## config.mk

```make
export PLATFORM = sky130hd
export DESIGN_NAME = tdm_mux4
export DESIGN_NICKNAME = d
export VERILOG_FILES = /design/src/rtl/tdm_pkg.sv /design/src/rtl/tdm_mux4_rr_pick4.sv /design/src/rtl/tdm_mux4.sv
export SDC_FILE = /design/constraint.sdc
export NUM_CORES = 1
export LEC_CHECK = 0
export CORE_AREA = 2 2 39 41
export DETAILED_ROUTE_END_ITERATION = 7
export DIE_AREA = 0 0 41 43
export DONT_BUFFER_PORTS = 1
export PLACE_DENSITY_LB_ADDON = 0.1
export RECOVER_POWER = 50
export REMOVE_ABC_BUFFERS = 1
export SLEW_MARGIN = 20
export SYNTH_ARGS = -nofsm -noshare
export SYNTH_HDL_FRONTEND = slang
export SYNTH_SLANG_ARGS = --single-unit
```

## constraint.sdc

```tcl
create_clock -name clk -period 2.25 [get_ports clk]
set_clock_uncertainty 0.1 [all_clocks]
set_input_delay 0.45 -clock clk [delete_from_list [all_inputs] [get_ports clk]]
set_output_delay 0.45 -clock clk [all_outputs]
set_load 0.01 [all_outputs]
```

## src/rtl/tdm_pkg.sv

```systemverilog
// Shared definitions for the four-channel TDM mux/demux pair.
// Build option TDM_MUX4_SKIP_EN selects work-conserving slot selection in tdm_mux4.
package tdm_pkg;
   localparam int NCH   = 4;
   localparam int SEL_W = 2;

   typedef logic [SEL_W-1:0] sel_t;

   // Output-stage occupancy; FULL is exactly out_valid=1.
   typedef enum logic {
      ST_EMPTY = 1'b0,
      ST_FULL  = 1'b1
   } ostate_t;
endpackage

```

## src/rtl/tdm_mux4_rr_pick4.sv

```systemverilog
// Combinational cyclic-priority picker: first asserted req at or after base,
// wrapping 3->0. Used by tdm_mux4 only when TDM_MUX4_SKIP_EN is defined.
module rr_pick4
   import tdm_pkg::*;
(
   input  logic [3:0] req,
   input  sel_t       base,
   output sel_t       grant_idx,
   output logic       any
);
   sel_t idx;

   // Scan farthest-first so the nearest requester (k=0 is base itself) wins.
   always_comb begin
      grant_idx = base;
      any       = 1'b0;
      idx       = base;
      for (int k = NCH - 1; k >= 0; k--) begin
         idx = base + sel_t'(k);
         if (req[idx]) begin
            grant_idx = idx;
            any       = 1'b1;
         end
      end
   end
endmodule

```

## src/rtl/tdm_mux4.sv

```systemverilog
// Four-channel registered round-robin TDM mux; each word is tagged with its channel.
// Define TDM_MUX4_SKIP_EN for work-conserving selection, otherwise strict TDM slots.
module tdm_mux4
   import tdm_pkg::*;
#(
   parameter int W = 1
) (
   input  logic           clk,
   input  logic           rst,
   input  logic [4*W-1:0] in_data,
   input  logic [3:0]     in_valid,
   output logic [3:0]     in_ready,
   output logic [W-1:0]   out_data,
   output sel_t           out_sel,
   output logic           out_valid,
   input  logic           out_ready
);
   // Handshake: a word moves on any edge where valid && ready are both high;
   // a source holds its data stable while valid is high and ready is low.
   ostate_t        state;
   ostate_t        state_nxt;
   sel_t           ptr;
   sel_t           ptr_nxt;
   sel_t           slot;
   logic           slot_vld;
   logic           can_load;
   logic           capture;
   logic [W-1:0]   slot_data;

`ifdef TDM_MUX4_SKIP_EN
   rr_pick4 u_pick (
      .req       (in_valid),
      .base      (ptr),
      .grant_idx (slot),
      .any       (slot_vld)
   );
`else
   assign slot     = ptr;
   assign slot_vld = 1'b1;
`endif

   assign can_load  = (state == ST_EMPTY) || out_ready;
   assign capture   = can_load && slot_vld && in_valid[slot];
   assign out_valid = (state == ST_FULL);

   always_comb begin
      in_ready  = '0;
      slot_data = in_data[W-1:0];
      for (int i = 0; i < NCH; i++) begin
         if (slot == sel_t'(i)) begin
            in_ready[i] = can_load && slot_vld;
            slot_data   = in_data[i*W +: W];
         end
      end
   end

   always_comb begin
      state_nxt = state;
      ptr_nxt   = ptr;
      if (can_load) begin
         state_nxt = capture ? ST_FULL : ST_EMPTY;
`ifdef TDM_MUX4_SKIP_EN
         if (capture) ptr_nxt = slot + sel_t'(1);
`else
         // Strict TDM: the slot is consumed even when its channel is idle.
         ptr_nxt = ptr + sel_t'(1);
`endif
      end
   end

   always_ff @(posedge clk) begin
      if (rst) begin
         state    <= ST_EMPTY;
         ptr      <= '0;
         out_data <= '0;
         out_sel  <= '0;
      end else begin
         state <= state_nxt;
         ptr   <= ptr_nxt;
         if (capture) begin
            out_data <= slot_data;
            out_sel  <= slot;
         end
      end
   end
endmodule

```

==> flow_summary.toml <==
[status]
status = "complete, no violations"

[yosys]
netlist.top_cell.by_area = "sky130_fd_sc_hd__dfxtp_1"
post-synth-top-area-fraction_pct = 31.37
synth-adder-area-share_pct = 13.07
syn_area_sq_um = 382.9
synth.yosys.seq_area_share_pct = 31.37
synth-compound-area-share_pct = 16.34
yosysUniqueCellTypes = 19
syn_inst = 43
xor_and_xnor_area_share_after_synthesis_pct = 2.288
synth_seq_cells = 6
synth_area_leaders = "sky130_fd_sc_hd__dfxtp_1 (31%), sky130_fd_sc_hd__ha_1 (13%), sky130_fd_sc_hd__mux2i_1 (7.8%)"
yosys_warnings = 0
mux_contribution_to_synthesized_area_pct = 7.843
post_synth_and_or_nand_nor_area_fraction_pct = 25.16
combinational_family_with_the_most_area_after_synthesis = "simple AND/OR/NAND/NOR gates"
synth_area_per_cell_sq_um = 8.904

[critical_path]
kind_of_end_point_of_the_critical_path = "primary output"
critical_path_arrival_ns = 1.19
reg2reg_setup_slack_ns = 0.59
crit-reg2reg-capture = "out_data"
crit-reg2reg-launch = "ptr[1]"
timing.setup.critical_path_class = "flip-flop to primary output"
timing.critical_path.from_type = "flip-flop"
crit_path_max_fanout = 6
timing.reg2reg.worst_path_depth = 6
required_time_of_the_critical_path_ns = 1.70

[routing]
drt_iter0_drc = 2
route.final.wire_length_microns = 725
via_per_inst = 4.726
drtAntennaViolNets = 0
drc_errors = 0
detail_route.first_pass.iterations = 2
route.detailed.wl_per_inst_microns = 11.69
detailroute.via_count = 293

[pwr]
powerDensity_nw_per_um2 = 807.9
power.total_mw = 0.3437
peak_ir_drop_on_the_vdd_network_mv = 0.3700
leakagePower_nw = 0.1711

[placement]
placed_cells_incl_taps = 59
dp.final_hpwl_microns = 617.6
io_buffer_count = 0
dpl_worst_slack_ns = 0.5565
place_congestion = 0.7299

[sta]
period_needed_ns = 1.741
hold_violations = 0
rsz0062_at_grt = "no"
worst_path_setup_slack_after_routing_ns = 0.5089
fmax_ghz = 0.5743
setup_total_negative_slack_ns = 0
worst_pin_slew_ns = 0.2596
max_transition_viols_final = 0
layout_worst_path_cycle_share_pct = 77.38
relSlewSlack_pct = 82.59
finalSetupViolCount = 0

[min_path]
holdPathStages = 1
hold_end = "out_sel[1]"
worstHoldStart = "rst"
timing.hold.worst.class = "primary input to flip-flop"

[grt]
initial_antenna_violation_count = 0
use_met1_pct = 12.66
first_global_vias = 295
gr-total-overflow = 0
grt-busiest-layer = "met2"
grtUsageMet2_pct = 15.31
global_route.usage.total_pct = 10.47
global_route.usage.met3_pct = 6.806
grt_start_max_net_pins = 7
first_pass_grt_wire_length_microns = 1248

[clock_network]
cts.hold.buffers_added = 0
clk_pin_slew_worst_paths_ns = 0.05
cts-htree-levels = 1
post_cts.resized_instances = 0
cts.repair_timing.setup_buffer_count = 0
clock_latency_ns = 0.24
max-clock-path-buffers = 2
clk_root_buffer_cell = "sky130_fd_sc_hd__clkbuf_4"
cts_tree = "built"
clock_sink_count = 6
cts_made_buffers = 3

[floorplan]
design.portCount = 19
chipHeight_microns = 43
core.rowCount = 14
die_w_microns = 41
core-area_sq_um = 1384
initial_core_util_pct = 27.67
fp.dieArea_sq_um = 1763

[finish]
final_cell_count_no_fill = 62
seq_area_sq_um = 120.1
area_added_between_synthesis_and_finish_pct = 11.11
post_route_cells_drive_above_1_share_pct = 15.22
antenna-diode-count = 0
area_occupied_by_multi_input_gates_sq_um = 247.7
net_count_reported_at_finish = 63
nFillCells = 156

[run]
max_cap_viol_count = 0
==> cells in the mapped netlist <==
master and number:
sky130_fd_sc_hd__nor2_1 2, sky130_fd_sc_hd__a221oi_2 1, sky130_fd_sc_hd__nand2_1 6, sky130_fd_sc_hd__a21o_1 1, sky130_fd_sc_hd__and2b_1 1, sky130_fd_sc_hd__a21oi_1 3
sky130_fd_sc_hd__a211oi_1 1, sky130_fd_sc_hd__dfxtp_1 6, sky130_fd_sc_hd__or3_4 2, sky130_fd_sc_hd__inv_1 4, sky130_fd_sc_hd__ha_1 4, sky130_fd_sc_hd__nor2b_1 1
sky130_fd_sc_hd__a21oi_2 1, sky130_fd_sc_hd__nand2b_1 1, sky130_fd_sc_hd__mux2i_1 3, sky130_fd_sc_hd__and2_1 3, sky130_fd_sc_hd__nand3_1 1, sky130_fd_sc_hd__xnor2_1 1
sky130_fd_sc_hd__a311oi_1 1
==> per-stage QoR <==
stage | hold slack (ns) | cell area [sq um] | utilization, %
3_5_place_dp | 0.3966 | 402.9 | 29.11
4_1_cts | 0.1546 | 425.4 | 30.74
3_3_place_gp | 0.3917 | 402.9 | 29.11
6_report | 0.1641 | 425.4 | 30.74
2_1_floorplan | 0.3745 | 382.9 | -
5_1_grt | 0.1486 | 425.4 | 30.74
==> per-layer routing <==
| layer | routed length (microns) | share of wire (%) |
|---|---|---|
| met5 | 0 | 0 |
| met3 | 63 | 8.7 |
| met2 | 337 | 46 |
| met1 | 324 | 45 |
| met4 | 0 | 0 |
==> worst max-delay path, stage by stage, from the launching register on <==
cell	delay, ns
sky130_fd_sc_hd__dfxtp_1	0.44
sky130_fd_sc_hd__inv_1	0.12
sky130_fd_sc_hd__ha_1	0.22
sky130_fd_sc_hd__and2_1	0.17
==> power by group <==
part | switching [mW] | leakage, nW | internal, mW
clock network | 0.0370 | 0.0138 | 0.0602
registers | 0.0215 | 0.0496 | 0.123
logic | 0.0546 | 0.108 | 0.0470
total | 0.113 | 0.171 | 0.231
==> placed cells by master (no fill, tap or decap) <==
| master | synthesis | routed |
|---|---|---|
| sky130_fd_sc_hd__nand2_1 | 6 | 6 |
| sky130_fd_sc_hd__dfxtp_1 | 6 | 6 |
| sky130_fd_sc_hd__inv_1 | 4 | 4 |
| sky130_fd_sc_hd__ha_1 | 4 | 4 |
| sky130_fd_sc_hd__and2_1 | 3 | 3 |
| sky130_fd_sc_hd__mux2i_1 | 3 | 3 |
| sky130_fd_sc_hd__a21oi_1 | 3 | 3 |
| sky130_fd_sc_hd__clkbuf_4 | 0 | 3 |
| sky130_fd_sc_hd__nor2_1 | 2 | 2 |
| sky130_fd_sc_hd__or3_4 | 2 | 2 |
| sky130_fd_sc_hd__nand2b_1 | 1 | 1 |
| sky130_fd_sc_hd__and2b_1 | 1 | 1 |
| sky130_fd_sc_hd__nor2b_1 | 1 | 1 |
| sky130_fd_sc_hd__a211oi_1 | 1 | 1 |
| sky130_fd_sc_hd__a221oi_2 | 1 | 1 |
| sky130_fd_sc_hd__a311oi_1 | 1 | 1 |
| sky130_fd_sc_hd__nand3_1 | 1 | 1 |
| sky130_fd_sc_hd__a21o_1 | 1 | 1 |
| sky130_fd_sc_hd__a21oi_2 | 1 | 1 |
| sky130_fd_sc_hd__xnor2_1 | 1 | 1 |
==> worst max-delay path by stage <==
stage | startpoint | endpoint | slack, ns | cells past startpoint
detailed placement | ptr[1] | out_data | 0.56 | 6
floorplan | out_ready | out_data | 0.68 | 4
CTS | ptr[1] | in_ready[1] | 0.47 | 3
finish | ptr[1] | in_ready[1] | 0.51 | 3
global route | ptr[1] | in_ready[1] | 0.38 | 3
global placement | ptr[1] | out_data | 0.59 | 6
==> cell families after synthesis <==
logic type	count (synthesis)
AND/OR/NAND/NOR	17
AO/OA/AOI/OAI	8
flip-flops	6
buffers and inverters	4
adder cells (fa/ha/maj)	4
multiplexers	3
XOR/XNOR	1
==> area by class of cell <==
cell class	count	area share, %
Multi-Input combinational cell	33	58.24
Sequential cell	6	28.24
Clock buffer	3	5.294
Tap cell	16	4.706
Inverter	4	3.529
==> sequential cells by signal, summed over array words and instances, names as in the netlist <==
| name | cells |
|---|---|
| out_data | 1 |
| ptr | 2 |
| out_sel | 2 |
| out_valid | 1 |
Power figures use the tool's default switching activity.
